**src/rtl/burst_ram_arbiter_pkg.sv**
```systemverilog
// Shared types and helpers for the two-master BurstRAM arbiter.
// Holds the FSM state encoding, the command encoding and the round-robin grant function.
package burst_arb_pkg;

    typedef enum logic [1:0] {
        IDLE,
        ISSUE,
        WRITE,
        READ
    } state_e;

    localparam logic CMD_READ  = 1'b0;
    localparam logic CMD_WRITE = 1'b1;

    // A lone requester always wins; on a tie the master that was not granted last time wins.
    function automatic logic next_grant(input logic req0, input logic req1, input logic last);
        logic grant;
        if (req0 && req1) begin
            grant = ~last;
        end else if (req1) begin
            grant = 1'b1;
        end else if (req0) begin
            grant = 1'b0;
        end else begin
            grant = last;
        end
        return grant;
    endfunction

endpackage

```
**src/rtl/burst_ram_arbiter.sv**
```systemverilog
// Round-robin arbiter sharing one BurstRAM command/data port between two burst masters.
// A granted master owns the RAM from its command cycle until its whole burst completes or times out.
module burst_ram_arbiter
    import burst_arb_pkg::*;
#(
    parameter int ADDR_WIDTH  = 4,
    parameter int DATA_WIDTH  = 64,
    parameter int BURST_COUNT = 4,
    parameter int RD_TIMEOUT  = 64
) (
    input  logic                    clk,
    input  logic                    rst,

    input  logic                    m0_req,
    input  logic                    m0_cmd,
    input  logic [ADDR_WIDTH-1:0]   m0_addr,
    input  logic [DATA_WIDTH-1:0]   m0_wr_data,
    output logic                    m0_ack,
    output logic                    m0_wr_ready,
    output logic [DATA_WIDTH-1:0]   m0_rd_data,
    output logic                    m0_rd_data_valid,
    output logic                    m0_done,
    output logic                    m0_err,

    input  logic                    m1_req,
    input  logic                    m1_cmd,
    input  logic [ADDR_WIDTH-1:0]   m1_addr,
    input  logic [DATA_WIDTH-1:0]   m1_wr_data,
    output logic                    m1_ack,
    output logic                    m1_wr_ready,
    output logic [DATA_WIDTH-1:0]   m1_rd_data,
    output logic                    m1_rd_data_valid,
    output logic                    m1_done,
    output logic                    m1_err,

    output logic                    br_cmd,
    output logic                    br_cmd_en,
    output logic [ADDR_WIDTH-1:0]   br_addr,
    output logic [DATA_WIDTH-1:0]   br_wr_data,
    output logic [DATA_WIDTH/8-1:0] br_data_mask,
    input  logic [DATA_WIDTH-1:0]   br_rd_data,
    input  logic                    br_rd_data_valid,
    input  logic                    br_init_calib,
    input  logic                    br_busy
);

    localparam int BW = (BURST_COUNT > 1) ? $clog2(BURST_COUNT) : 1;
    localparam int TW = (RD_TIMEOUT > 1) ? $clog2(RD_TIMEOUT) : 1;
    localparam logic [BW-1:0] LAST_BEAT = BW'(BURST_COUNT - 1);
    localparam logic [TW-1:0] LAST_TICK = TW'(RD_TIMEOUT - 1);

    state_e                  r_state;
    logic                    r_owner;
    logic                    r_last_grant;
    logic                    r_cmd;
    logic [ADDR_WIDTH-1:0]   r_addr;
    logic [BW-1:0]           r_beat_cnt;
    logic [TW-1:0]           r_timer;
    logic                    r_done;
    logic                    r_err;

    state_e                  w_state_nxt;
    logic [BW-1:0]           w_beat_nxt;
    logic [TW-1:0]           w_timer_nxt;
    logic                    w_done_nxt;
    logic                    w_err_nxt;
    logic                    w_arb_go;
    logic                    w_grant;

    logic                    w_owner_ack;
    logic                    w_owner_wr;
    logic                    w_owner_rdv;

    // NOTE: every signal gets a default before the case so no path leaves it unassigned (no latch).
    always_comb begin
        w_grant     = next_grant(m0_req, m1_req, r_last_grant);
        w_arb_go    = 1'b0;
        w_state_nxt = r_state;
        w_beat_nxt  = r_beat_cnt;
        w_timer_nxt = r_timer;
        w_done_nxt  = 1'b0;
        w_err_nxt   = 1'b0;

        case (r_state)
            IDLE: begin
                if (br_init_calib && !br_busy && (m0_req || m1_req)) begin
                    w_arb_go    = 1'b1;
                    w_state_nxt = ISSUE;
                end
            end
            ISSUE: begin
                if (r_cmd == CMD_WRITE) begin
                    // The command cycle already carries write beat 0.
                    if (BURST_COUNT == 1) begin
                        w_state_nxt = IDLE;
                        w_done_nxt  = 1'b1;
                        w_beat_nxt  = '0;
                    end else begin
                        w_state_nxt = WRITE;
                        w_beat_nxt  = BW'(1);
                    end
                end else begin
                    w_state_nxt = READ;
                    w_beat_nxt  = '0;
                    w_timer_nxt = '0;
                end
            end
            WRITE: begin
                if (r_beat_cnt == LAST_BEAT) begin
                    w_state_nxt = IDLE;
                    w_done_nxt  = 1'b1;
                    w_beat_nxt  = '0;
                end else begin
                    w_beat_nxt = r_beat_cnt + BW'(1);
                end
            end
            READ: begin
                if (br_rd_data_valid) begin
                    w_timer_nxt = '0;
                    if (r_beat_cnt == LAST_BEAT) begin
                        w_state_nxt = IDLE;
                        w_done_nxt  = 1'b1;
                        w_beat_nxt  = '0;
                    end else begin
                        w_beat_nxt = r_beat_cnt + BW'(1);
                    end
                end else if (r_timer == LAST_TICK) begin
                    w_state_nxt = IDLE;
                    w_done_nxt  = 1'b1;
                    w_err_nxt   = 1'b1;
                    w_timer_nxt = '0;
                    w_beat_nxt  = '0;
                end else begin
                    w_timer_nxt = r_timer + TW'(1);
                end
            end
            default: begin
                w_state_nxt = IDLE;
            end
        endcase
    end

    // NOTE: non-blocking assignments so every register samples the pre-edge values.
    always_ff @(posedge clk) begin
        if (rst) begin
            r_state      <= IDLE;
            r_owner      <= 1'b0;
            r_last_grant <= 1'b1;
            r_cmd        <= CMD_READ;
            r_addr       <= '0;
            r_beat_cnt   <= '0;
            r_timer      <= '0;
            r_done       <= 1'b0;
            r_err        <= 1'b0;
        end else begin
            r_state    <= w_state_nxt;
            r_beat_cnt <= w_beat_nxt;
            r_timer    <= w_timer_nxt;
            r_done     <= w_done_nxt;
            r_err      <= w_err_nxt;
            if (w_arb_go) begin
                r_owner      <= w_grant;
                r_last_grant <= w_grant;
                r_cmd        <= w_grant ? m1_cmd : m0_cmd;
                r_addr       <= w_grant ? m1_addr : m0_addr;
            end
        end
    end

    // Everything toward the RAM is decoded from registered state; req never reaches br_cmd_en.
    always_comb begin
        w_owner_ack = (r_state == ISSUE);
        w_owner_wr  = ((r_state == ISSUE) && (r_cmd == CMD_WRITE)) || (r_state == WRITE);
        w_owner_rdv = (r_state == READ) && br_rd_data_valid;
    end

    assign br_cmd_en    = w_owner_ack;
    assign br_cmd       = w_owner_ack ? r_cmd : CMD_READ;
    assign br_addr      = w_owner_ack ? r_addr : '0;
    assign br_wr_data   = w_owner_wr ? (r_owner ? m1_wr_data : m0_wr_data) : '0;
    assign br_data_mask = '0;

    assign m0_ack           = w_owner_ack && !r_owner;
    assign m0_wr_ready      = w_owner_wr  && !r_owner;
    assign m0_rd_data       = br_rd_data;
    assign m0_rd_data_valid = w_owner_rdv && !r_owner;
    assign m0_done          = r_done && !r_owner;
    assign m0_err           = r_err  && !r_owner;

    assign m1_ack           = w_owner_ack && r_owner;
    assign m1_wr_ready      = w_owner_wr  && r_owner;
    assign m1_rd_data       = br_rd_data;
    assign m1_rd_data_valid = w_owner_rdv && r_owner;
    assign m1_done          = r_done && r_owner;
    assign m1_err           = r_err  && r_owner;

endmodule

```
**config.mk**
```make
export PLATFORM = sky130hd
export DESIGN_NAME = burst_ram_arbiter
export DESIGN_NICKNAME = d
export VERILOG_FILES = /design/src/rtl/burst_ram_arbiter_pkg.sv /design/src/rtl/burst_ram_arbiter.sv
export SDC_FILE = /design/constraint.sdc
export NUM_CORES = 1
export LEC_CHECK = 0
export ABC_CLOCK_PERIOD_IN_PS = 4400
export CORE_AREA = 2 2 166 168
export CTS_CLUSTER_DIAMETER = 30
export DETAILED_ROUTE_END_ITERATION = 7
export DIE_AREA = 0 0 168 170
export SLEW_MARGIN = 25
export SYNTH_ARGS = -nofsm -noshare
export SYNTH_HDL_FRONTEND = slang
export SYNTH_SLANG_ARGS = --single-unit
```
**constraint.sdc**
```tcl
create_clock -name clk -period 4.4 [get_ports clk]
set_clock_uncertainty 0.1 [all_clocks]
set_input_delay 0.66 -clock clk [delete_from_list [all_inputs] [get_ports clk]]
set_output_delay 0.66 -clock clk [all_outputs]
set_load 0.02 [all_outputs]
```
==> flow_summary.toml <==
[run_status]
status = "finished clean"

[timing]
setup_violations = 0
tightest_slew_ns = 0.766
slew_viol_final = 0
holdWs_ns = 0.384
fin_tns_setup_ns = 0
fin_crit_sh_pct = 88.4
grt_setup_unrepaired = "no"
period_needed_ns = 3.89
hold_viol = 0
slew-limit-headroom_pct = 48.8
max_freq_mhz = 257

[floorplanning]
top_level_ports = 425
die_w_um = 168
initial_utilization_pct = 10.3
rows = 60
fp.dieH_um = 170
core_area_um2 = 26700
die_area_um2 = 28600

[clock_network]
cts_tree = "built"
cts_setup_buffers = 0
htreeDepth = 1
clk_latency_ns = 0.25
numClockSinks = 19
cts-root-buf = "clkbuf_16"
path_clk_slew_ns = 0.05
cts_resized = 0
numCtsBuffers = 3
clk_path_buf_depth = 2
hold_buffers = 0

[final_layout]
syn_to_final_growth_pct = 63.3
final_cell_mix = "clkdlybuf4s50_1 (224), a22o_1 (64), dfxtp_1 (19)"
drive_gt1_share_pct = 2.58
postLayoutCellArea_um2 = 4470
final_common_cell = "clkdlybuf4s50_1"
fin_util_pct = 16.8
nFillCells = 2992
num_antenna_cells = 0
nNetsFinal = 644

[global_route]
grt_pass1_wl_um = 18800
grt-ovfl-total = 0
grt_pass1_vias = 2586
grt_max_degree = 43
antenna_found_initial = 1
track_usage_pct = 9.05

[worst_setup_path]
cp_max_fo = 42
cp-start-kind = "register"
r2r-end = "r_timer[0]"
crit_path_end_kind = "output port"
cp.required_ns = 3.64
worstSetupPathType = "reg2out"
crit_arrival_ns = 3.13
ff2ff_path_depth = 6
r2r_start = "r_state[1]"
r2r_setup_slack_ns = 2.52

[pwr]
power.total_mw = 1.23
power_leakage_nw = 1.55
peakVddDrop_mv = 0.169
power_density_nw_per_um2 = 276

[routing]
drt_iter0_markers = 85
firstDrtPassIters = 4
drc = 0
viasPerCell = 3.47
drt_wl_total_um = 14200
vias = 2663
drt-wirelength-per-cell_um = 18.5
drtAntennaViolNets = 0

[place]
place_area_um2 = 4390
dp_hpwl_um = 12200
portBuffers = 224
place_congestion = 0.733

[hold_path]
hold_path.class = "reg2reg"
hold_end = "r_timer[1]"
min_from = "r_timer[1]"
whs_path_depth = 2

[yosys]
yosysWarnings = 0
syn_inst = 342
netlist_area_um2 = 2740
ys_seq_area_share_pct = 13.9
avgSynthCellArea_um2 = 8.00
ys_seq_elements = 19
synth_cell_type_count = 34

[flow_run]
maxCapViolCount = 0
cell type report:
class | count | area [um^2] | share of cell area (%)
Tap cell | 341 | 427 | 9.55
Multi-Input combinational cell | 173 | 1280 | 28.6
Timing Repair Buffer | 227 | 2290 | 51.2
Sequential cell | 19 | 380 | 8.51
Clock buffer | 4 | 78.8 | 1.76
Inverter | 4 | 15.0 | 0.336
cells by family after synthesis:
logic type                 count (synthesis)  synth area share [%]
AOI/OAI and AO/OA                         93                  28.1
buffers and inverters                    157                  40.9
other                                      1                 0.137
DFF                                       19                  13.9
adders and majority gates                  7                  3.20
and+or+nand+nor                           56                  10.7
xor gates and xnor gates                   4                  1.28
muxes                                      5                  1.83
metrics by stage:
| step | setup slack [ns] | cells |
|---|---|---|
| 5_1_grt | 0.266 | 768 |
| 4_1_cts | 0.413 | 768 |
| 3_5_place_dp | 0.683 | 764 |
| 2_1_floorplan | 1.73 | 349 |
| 6_report | 0.511 | 768 |
| 3_3_place_gp | 0.836 | 764 |
critical path, stage by stage (launching register included):
cell,delay [ns]
dfxtp_1,0.32
inv_1,0.14
ha_1,0.36
and2_1,0.21
nor2_1,0.10
nor2b_4,0.60
buf_12,0.29
a22o_1,0.20
clkdlybuf4s50_1,0.62
synth_stat cells, drive strengths merged:
library cell,n,area (um^2)
a31oi,1,21.3
o211ai,1,7.51
buf,151,1100
o32ai,2,17.5
conb,1,3.75
clkbuf,2,7.51
dfxtp,19,380
a21oi,8,40.0
o21bai,1,7.51
and2,9,56.3
nor2b,4,25.0
a22o,64,561
mux2i,5,50.1
nor3b,2,15.0
nand2b,8,50.1
o211a,1,10.0
a211oi,6,45.0
or4b,1,10.0
nand2,9,33.8
a21boi,1,7.51
o221ai,1,8.76
nand3,4,20.0
inv,4,15.0
and3,2,17.5
a31o,1,8.76
nor3,1,5.00
nor2,16,60.1
ha,7,87.6
xnor2,4,35.0
o21ai,6,33.8
per-layer routing:
layer	GRT usage (%)	wire, um	vias up
li1	-	-	1234
met1	9.90	5330	1133
met2	13.9	6270	275
met3	6.70	2340	19
met4	1.89	231	2
met5	1.57	60	-
power by group:
part	internal, mW	switching [mW]
registers	0.195	0.0205
clock network	0.123	0.0621
logic	0.430	0.401
total	0.748	0.484
how the worst max path moves through the flow:
| stage | from | to | slack [ns] | cells past startpoint |
|---|---|---|---|---|
| after detailed placement | r_state[1] | br_wr_data[41] | 0.68 | 8 |
| final | r_state[1] | br_wr_data[41] | 0.51 | 8 |
| after global placement | r_state[1] | br_wr_data[10] | 0.84 | 8 |
| after global routing | r_state[1] | br_wr_data[41] | 0.27 | 8 |
| after CTS | r_state[1] | br_wr_data[41] | 0.41 | 8 |
| after floorplan | r_state[1] | br_wr_data[10] | 1.73 | 8 |
flip-flops by register name (all words and copies together) (netlist names):
| register | cells |
|---|---|
| r_owner | 1 |
| r_beat_cnt | 2 |
| r_last_grant | 1 |
| r_addr | 4 |
| r_cmd | 1 |
| r_timer | 6 |
| r_done | 1 |
| r_err | 1 |
| r_state | 2 |
(Power assumes the default switching activity.)
